`src/rtl/otter_mem_arbiter.sv`:
```
// Arbitrates one single-ported synchronous OTTER memory between IF, D and X requesters.
// Define OTTER_ARB_RR_EN for round-robin arbitration; otherwise fixed priority D > IF > X.
module otter_mem_arbiter #(
  parameter int AW      = 32,
  parameter int DW      = 32,
  parameter int MEM_LAT = 1
) (
  input  logic            clk,
  input  logic            RST,
  input  logic            if_req,
  input  logic [AW-1:0]   if_addr,
  output logic            if_gnt,
  output logic            if_rvalid,
  output logic [DW-1:0]   if_rdata,
  input  logic            d_req,
  input  logic            d_we,
  input  logic [DW/8-1:0] d_be,
  input  logic [AW-1:0]   d_addr,
  input  logic [DW-1:0]   d_wdata,
  output logic            d_gnt,
  output logic            d_rvalid,
  output logic [DW-1:0]   d_rdata,
  input  logic            x_req,
  input  logic            x_we,
  input  logic [DW/8-1:0] x_be,
  input  logic [AW-1:0]   x_addr,
  input  logic [DW-1:0]   x_wdata,
  output logic            x_gnt,
  output logic            x_rvalid,
  output logic [DW-1:0]   x_rdata,
  output logic            mem_en,
  output logic            mem_we,
  output logic [DW/8-1:0] mem_be,
  output logic [AW-1:0]   mem_addr,
  output logic [DW-1:0]   mem_wdata,
  input  logic [DW-1:0]   mem_rdata,
  output logic            busy
);

  typedef enum logic {IDLE, RD_WAIT} state_t;
  typedef enum logic [1:0] {OWN_D = 2'd0, OWN_IF = 2'd1, OWN_X = 2'd2, OWN_NONE = 2'd3} owner_t;

  state_t     state, state_nx;
  owner_t     owner, owner_nx;
  logic [2:0] lat_cnt, lat_cnt_nx;
  logic [2:0] req_vec;
  logic       win_vld;
  logic [1:0] win_idx;

  // Requester index: 0 = D, 1 = IF, 2 = X
  assign req_vec = {x_req, if_req, d_req};

`ifdef OTTER_ARB_RR_EN
  logic [1:0]      rr_ptr;
  logic [2:0][1:0] order;

  // order[0] is searched first; scanning downward lets the earliest hit win
  always_comb begin
    win_vld = 1'b0;
    win_idx = 2'd0;
    case (rr_ptr)
      2'd1:    order = {2'd1, 2'd0, 2'd2};
      2'd2:    order = {2'd2, 2'd1, 2'd0};
      default: order = {2'd0, 2'd2, 2'd1};
    endcase
    for (int k = 2; k >= 0; k--) begin
      if (req_vec[order[k]]) begin
        win_vld = 1'b1;
        win_idx = order[k];
      end
    end
  end

  always_ff @(posedge clk) begin
    if (RST)                        rr_ptr <= 2'd0;
    else if (d_gnt | if_gnt | x_gnt) rr_ptr <= win_idx;
  end
`else
  always_comb begin
    win_vld = 1'b0;
    win_idx = 2'd0;
    for (int k = 2; k >= 0; k--) begin
      if (req_vec[k]) begin
        win_vld = 1'b1;
        win_idx = 2'(k);
      end
    end
  end
`endif

  always_ff @(posedge clk) begin
    if (RST) begin
      state   <= IDLE;
      lat_cnt <= '0;
      owner   <= OWN_NONE;
    end else begin
      state   <= state_nx;
      lat_cnt <= lat_cnt_nx;
      owner   <= owner_nx;
    end
  end

  always_comb begin
    state_nx   = state;
    owner_nx   = owner;
    lat_cnt_nx = lat_cnt;
    if_gnt     = 1'b0;
    d_gnt      = 1'b0;
    x_gnt      = 1'b0;
    if_rvalid  = 1'b0;
    d_rvalid   = 1'b0;
    x_rvalid   = 1'b0;
    mem_en     = 1'b0;
    mem_we     = 1'b0;
    mem_be     = '0;
    mem_addr   = '0;
    mem_wdata  = '0;
    busy       = 1'b0;
    if (!RST) begin
      case (state)
        IDLE: begin
          if (win_vld) begin
            mem_en = 1'b1;
            case (win_idx)
              2'd0: begin
                d_gnt     = 1'b1;
                mem_we    = d_we;
                mem_be    = d_be;
                mem_addr  = d_addr;
                mem_wdata = d_wdata;
              end
              2'd1: begin
                if_gnt   = 1'b1;
                mem_be   = '1;
                mem_addr = if_addr;
              end
              default: begin
                x_gnt     = 1'b1;
                mem_we    = x_we;
                mem_be    = x_be;
                mem_addr  = x_addr;
                mem_wdata = x_wdata;
              end
            endcase
            // Writes complete on the grant edge; only reads occupy the memory
            if (!mem_we) begin
              state_nx   = RD_WAIT;
              owner_nx   = owner_t'(win_idx);
              lat_cnt_nx = 3'(MEM_LAT);
            end
          end
        end
        RD_WAIT: begin
          busy       = 1'b1;
          lat_cnt_nx = lat_cnt - 3'd1;
          if (lat_cnt == 3'd1) begin
            case (owner)
              OWN_D:   d_rvalid  = 1'b1;
              OWN_IF:  if_rvalid = 1'b1;
              OWN_X:   x_rvalid  = 1'b1;
              default: ;
            endcase
            state_nx = IDLE;
            owner_nx = OWN_NONE;
          end
        end
        default: state_nx = IDLE;
      endcase
    end
  end

  assign if_rdata = mem_rdata;
  assign d_rdata  = mem_rdata;
  assign x_rdata  = mem_rdata;

endmodule

```
`config.mk`:
```
export PLATFORM = sky130hd
export DESIGN_NAME = otter_mem_arbiter
export DESIGN_NICKNAME = d
export VERILOG_FILES = /design/src/rtl/otter_mem_arbiter.sv
export SDC_FILE = /design/constraint.sdc
export NUM_CORES = 1
export LEC_CHECK = 0
export CAP_MARGIN = 20
export CORE_AREA = 2 2 147 149
export CTS_CLUSTER_SIZE = 20
export DETAILED_ROUTE_END_ITERATION = 6
export DIE_AREA = 0 0 149 151
export SYNTH_ARGS = -nofsm -noshare
export SYNTH_HDL_FRONTEND = slang
export SYNTH_SLANG_ARGS = --single-unit
export TNS_END_PERCENT = 1
```
`constraint.sdc`:
```
create_clock -name clk -period 1.5 [get_ports clk]
set_input_delay 0.225 -clock clk [delete_from_list [all_inputs] [get_ports clk]]
set_output_delay 0.225 -clock clk [all_outputs]
set_load 0.01 [all_outputs]
```
Word level (Yosys, flattened, before mapping). Cells that the tools add are included.

Register bits after elaboration: 6. Bits of input ports: 207. Word-level logic and storage cells: 82.

Add/subtract/negate cells: 1. Eq/ne operators: 7. Mux-type cells: 65. Bitwise operators: 1. Reductions and logical operators: 5.

Operators with widths (number): two-way mux 32 bit (6); case mux 32 bit (2 select lines) (2); two-way mux 1 bit (41); two-way mux 2 bit (6); two-way mux 4 bit (3); case mux 4 bit (2 select lines) (1); two-way mux 3 bit (2); case mux 3 bit (2 select lines) (1); == test 2 x 1 -> 1 bit, second input constant (2); logical NOT 2 bit (2); != test 2 bit, second input constant (2); case mux 1 bit (2 select lines) (2); case mux 2 bit (2 select lines) (1); == test 3 x 1 -> 1 bit, second input constant (1); AND reduction 3 bit (1); subtractor 3 x 1 -> 3 bit, second input constant (1); == test 2 bit, second input constant (1); != test 2 x 1 -> 1 bit, second input constant (1); AND reduction 2 bit (1); OR reduction 2 bit (1); NOT 1 bit (1).

Logic depth before layout (Yosys ltp).
Word-level depth: 11. Mapped depth: 6.

Least setup slack after synthesis. Ideal clock, no wire load.

Path type: input -> output. From: input port d_req. To: output port mem_addr[0]. Arrival: 1.251 ns. Required time: 1.275 ns. Setup slack: 0.024 ns. Stages on the path: 5. Cell sequence: buf_4 > nor3b_4 > buf_2 > a21oi_1 > a211oi_1.

Longest elaborated chain between the ends: 6. Elaborated cells between the ends (all ways): 8. Those cells by class: 1 x eq/ne; 6 x mux; 1 x reduce/logical.

Ends and longest elaborated chain: from (decl) (line 15) `input logic d_req,`; two-way mux 2 bit (line 83) `if (req_vec[k]) begin`; == test 2 x 1 -> 1 bit / logical NOT 2 bit (equally long branches) (line 124) `case (win_idx)`; case mux 32 bit (2 select lines) (line 124); two-way mux 32 bit (*) (line 122) `if (win_vld) begin`; two-way mux 32 bit (*) (line 120) `case (state)`; two-way mux 32 bit (*) (line 119) `if (!RST) begin`; to (decl) (line 34) `output logic [AW-1:0] mem_addr,`.

Mark *: on every way between the ends. The rest lies on a longest branch, timed or not.

Worst setup path after layout.
From: register state. To: output port mem_addr[4].

Longest elaborated chain between the ends: 2.

Ends and longest elaborated chain: from (decl) (line 43) `state_t state, state_nx;`; from (signal assigned) (line 97) `state <= state_nx;`; two-way mux 32 bit (line 120); two-way mux 32 bit (line 119).

No other way between the ends.

==> results.md <==
* Initial antenna violation count at 2
* DRT iter0 DRCs at 77
* Worst Tran Pin Value at 319 ps
* Area growth, synth to finish at 99.1%
* Gpl congestion at 0.732
* Worst-path cell chain: nor2_4 > o31ai_4 > buf_4 > buf_6 > buf_16 > a211oi_2 > buf_2
* Ys Warns at 0
* Number of max-cap violations at 0
* Dpl cell area at 4930 um2
* Syn Std Cell Area at 2690 um2
* First-pass GRT wire length at 21100 um
* Setup CP Type: reg2out
* Maximum vdd drop at 0.000425 V
* Hold WC Path Type: in2out
* Seq/Total Area, Yosys at 4.47%
* Worst EP arrival at 1530 ps
* CTS tree: done
* Dpl ws at -1060 ps
* #FFs+latches synth at 6
* Setup crit start kind: register
* Port Buffers at 251
* Fraction of layout cells with a size suffix above 1 at 41.1%
* Cell count after synthesis at 417
* DRT Pass-1 Iters at 4
* Vias per inst at 4.14
* Syn Nets at 626
* Total wire length at 15000 um
* Clock Skew at 0.836 ps
* Post-synth cell types at 34
* Die Height at 151 um
* Wire length per cell at 17.4 um
* Relative slew slack at 78.2%
* Worst skew pair latency at 230 ps
* Final ANT Viol Nets at 0
* Initial Util at 12.9%
* Total congestion overflow at 0
* Async SR Flop Fraction at 0%
* Drt drc at 0
* Crit end category: primary output
* Die Area at 22500 um2
* Clock Sinks at 6
* Hold Violations, Final at 0
* Max stage delay cell, worst path: dfxtp_2
* Achievable Freq at 571 MHz
* Status: finished with violations
* Ports at 380
* Row cnt at 53
* Fillers at 2316
* Vias in the first global route at 3567
* Max Root-Sink Buffers at 2
* Avg Inst Size Synth at 6.45 um2
* Die Width at 149 um
* Maximum number of pins on one net before global-route repair at 35
* Critical path peak fanout at 9
* Vias at 3570
* Final period util at 117%
* Setup-failing EPs final at 71
* Worst-path clk slew at 30 ps
* CP peak stage delay at 330 ps
* Post-layout worst setup margin at -250 ps
* Worst EP required at 1270 ps
* Fin. max-slew vios at 0
* Fin nets at 797
* Power per cell area at 421 nW/um2
* Failing checks: setup timing
* Post-route cell area at 5350 um2
* Post-synth EDFFs at 0
* Leakage power at 0.00212 uW
* RSZ-0062 raised after global routing: yes
* Post-synth top flop: dfxtp_1
* TritonCTS Buffers at 3
* Period minus WS final at 1750 ps
* H-tree Lvls at 1
* GR Util All Layers at 12.2%
* Core ar. at 20800 um2
* Worst hold margin at 450 ps
* CTS root buf: clkbuf_16
* Hpwl dp at 10900 um
## flip-flops by register name (all words and copies together), names as in the netlist
register	flops
lat_cnt	3
owner	2
state	1
## synth_stat cells, types with 2 or more instances
master    instances  share of area [%]
buf_2            12                2.2
buf_4           102                 28
inv_1             3               0.42
a21oi_1          67                 12
dfxtp_1           6                4.5
clkbuf_1         11                1.5
nand3_1          34                6.3
a211oi_1          7                2.0
nor3_1           12                2.2
buf_6             7                2.9
nand2_1          65                9.1
nor2_1           18                2.5
nor3b_1           2               0.56
ha_1              2               0.93
nor2_2           23                5.4
nor2b_1           2               0.47
nand2b_1          2               0.47
a211oi_2         25                 12
mux2i_1           2               0.74
## final timing paths
check / slack, ps / startpoint / end / cells past startpoint
max: -250 / state$_SDFF_PP0_ / mem_addr[4] / 7
min: 450 / mem_rdata[26] / d_rdata[26] / 0
max reg2reg: 250 / lat_cnt[0]$_SDFFE_PP0P_ / lat_cnt[1]$_SDFFE_PP0P_ / 4
min reg2reg: 500 / lat_cnt[1]$_SDFFE_PP0P_ / lat_cnt[1]$_SDFFE_PP0P_ / 2
## critical path, delay by kind of cell, from the launching register on
family,cells,cell delay (ps)
flops,1,330
compound gates,2,250
simple gates,1,110
buf+inv,4,600
## power breakdown
| part | switching [uW] | leakage (uW) | total (uW) | internal, uW |
|---|---|---|---|---|
| Sequential | 15.4 | 0.0000500 | 194 | 178 |
| Combinational | 710 | 0.00204 | 1630 | 919 |
| Clock | 89.4 | 0.0000370 | 431 | 342 |
| Total | 815 | 0.00212 | 2250 | 1440 |
## cells by family (layout without fill, tap and decap cells)
kind of cell	count (synthesis)	in the layout	synth area share, %
and+or+nand+nor	165	165	29.4
buffers and inverters	136	305	35.8
AOI/OAI and AO/OA	106	106	28.7
DFF	6	6	4.47
adders and majority gates	2	2	0.931
muxes	2	2	0.745
other	0	1	0
## through the flow
stage	cells	total power [uW]	utilization, %	setup TNS, ps
after global placement	837	1640	23.7	-67130
after CTS	861	2240	25.3	-11300
after floorplan	417	981	-	0
after detailed placement	837	1640	23.7	-69650
final	862	2250	25.7	-10240
after global routing	862	2390	25.7	-14450
## layout make-up
| type | instances | area (um2) | area share [%] |
|---|---|---|---|
| repair buffers | 298 | 2840 | 53.1 |
| multi-input cells | 275 | 1950 | 36.5 |
| flip-flops and latches | 6 | 121 | 2.27 |
| diodes | 1 | 2.50 | 0.0468 |
| well taps | 275 | 344 | 6.43 |
| inverters | 4 | 15.0 | 0.281 |
| clock buffers | 3 | 75.1 | 1.40 |
## per-layer routing
| layer | routed length, um | up-vias | track usage [%] |
|---|---|---|---|
| met4 | 376 | 0 | 2.90 |
| met1 | 5760 | 1637 | 13.8 |
| met3 | 1480 | 26 | 3.49 |
| li1 | - | 1665 | - |
| met2 | 7390 | 242 | 22.7 |
| met5 | 0 | - | 0 |
## cells in the final DEF, fill, tap and decap left out, types with 3 or more instances in the layout
master,count
nand3_1,32
clkbuf_16,3
buf_4,16
dfxtp_1,5
buf_6,14
nor2_4,9
a21oi_1,39
buf_2,75
clkdlybuf4s50_1,170
nor2_2,19
buf_16,7
nor3_2,8
a211oi_4,3
nor2_1,13
buf_12,12
inv_1,3
nor3_1,4
nand2_1,63
a211oi_2,29
a21oi_2,28
## repair_timing
item / CTS / global route
cloned: 7 / 0
buffers inserted: 14 / 0
hold buffers: 0 / 0
pin swaps: 11 / 4
resized for setup: 391 / 25
endpoints found under the setup margin: 81 / 77
Note: power is estimated with default switching activity, not from simulation.
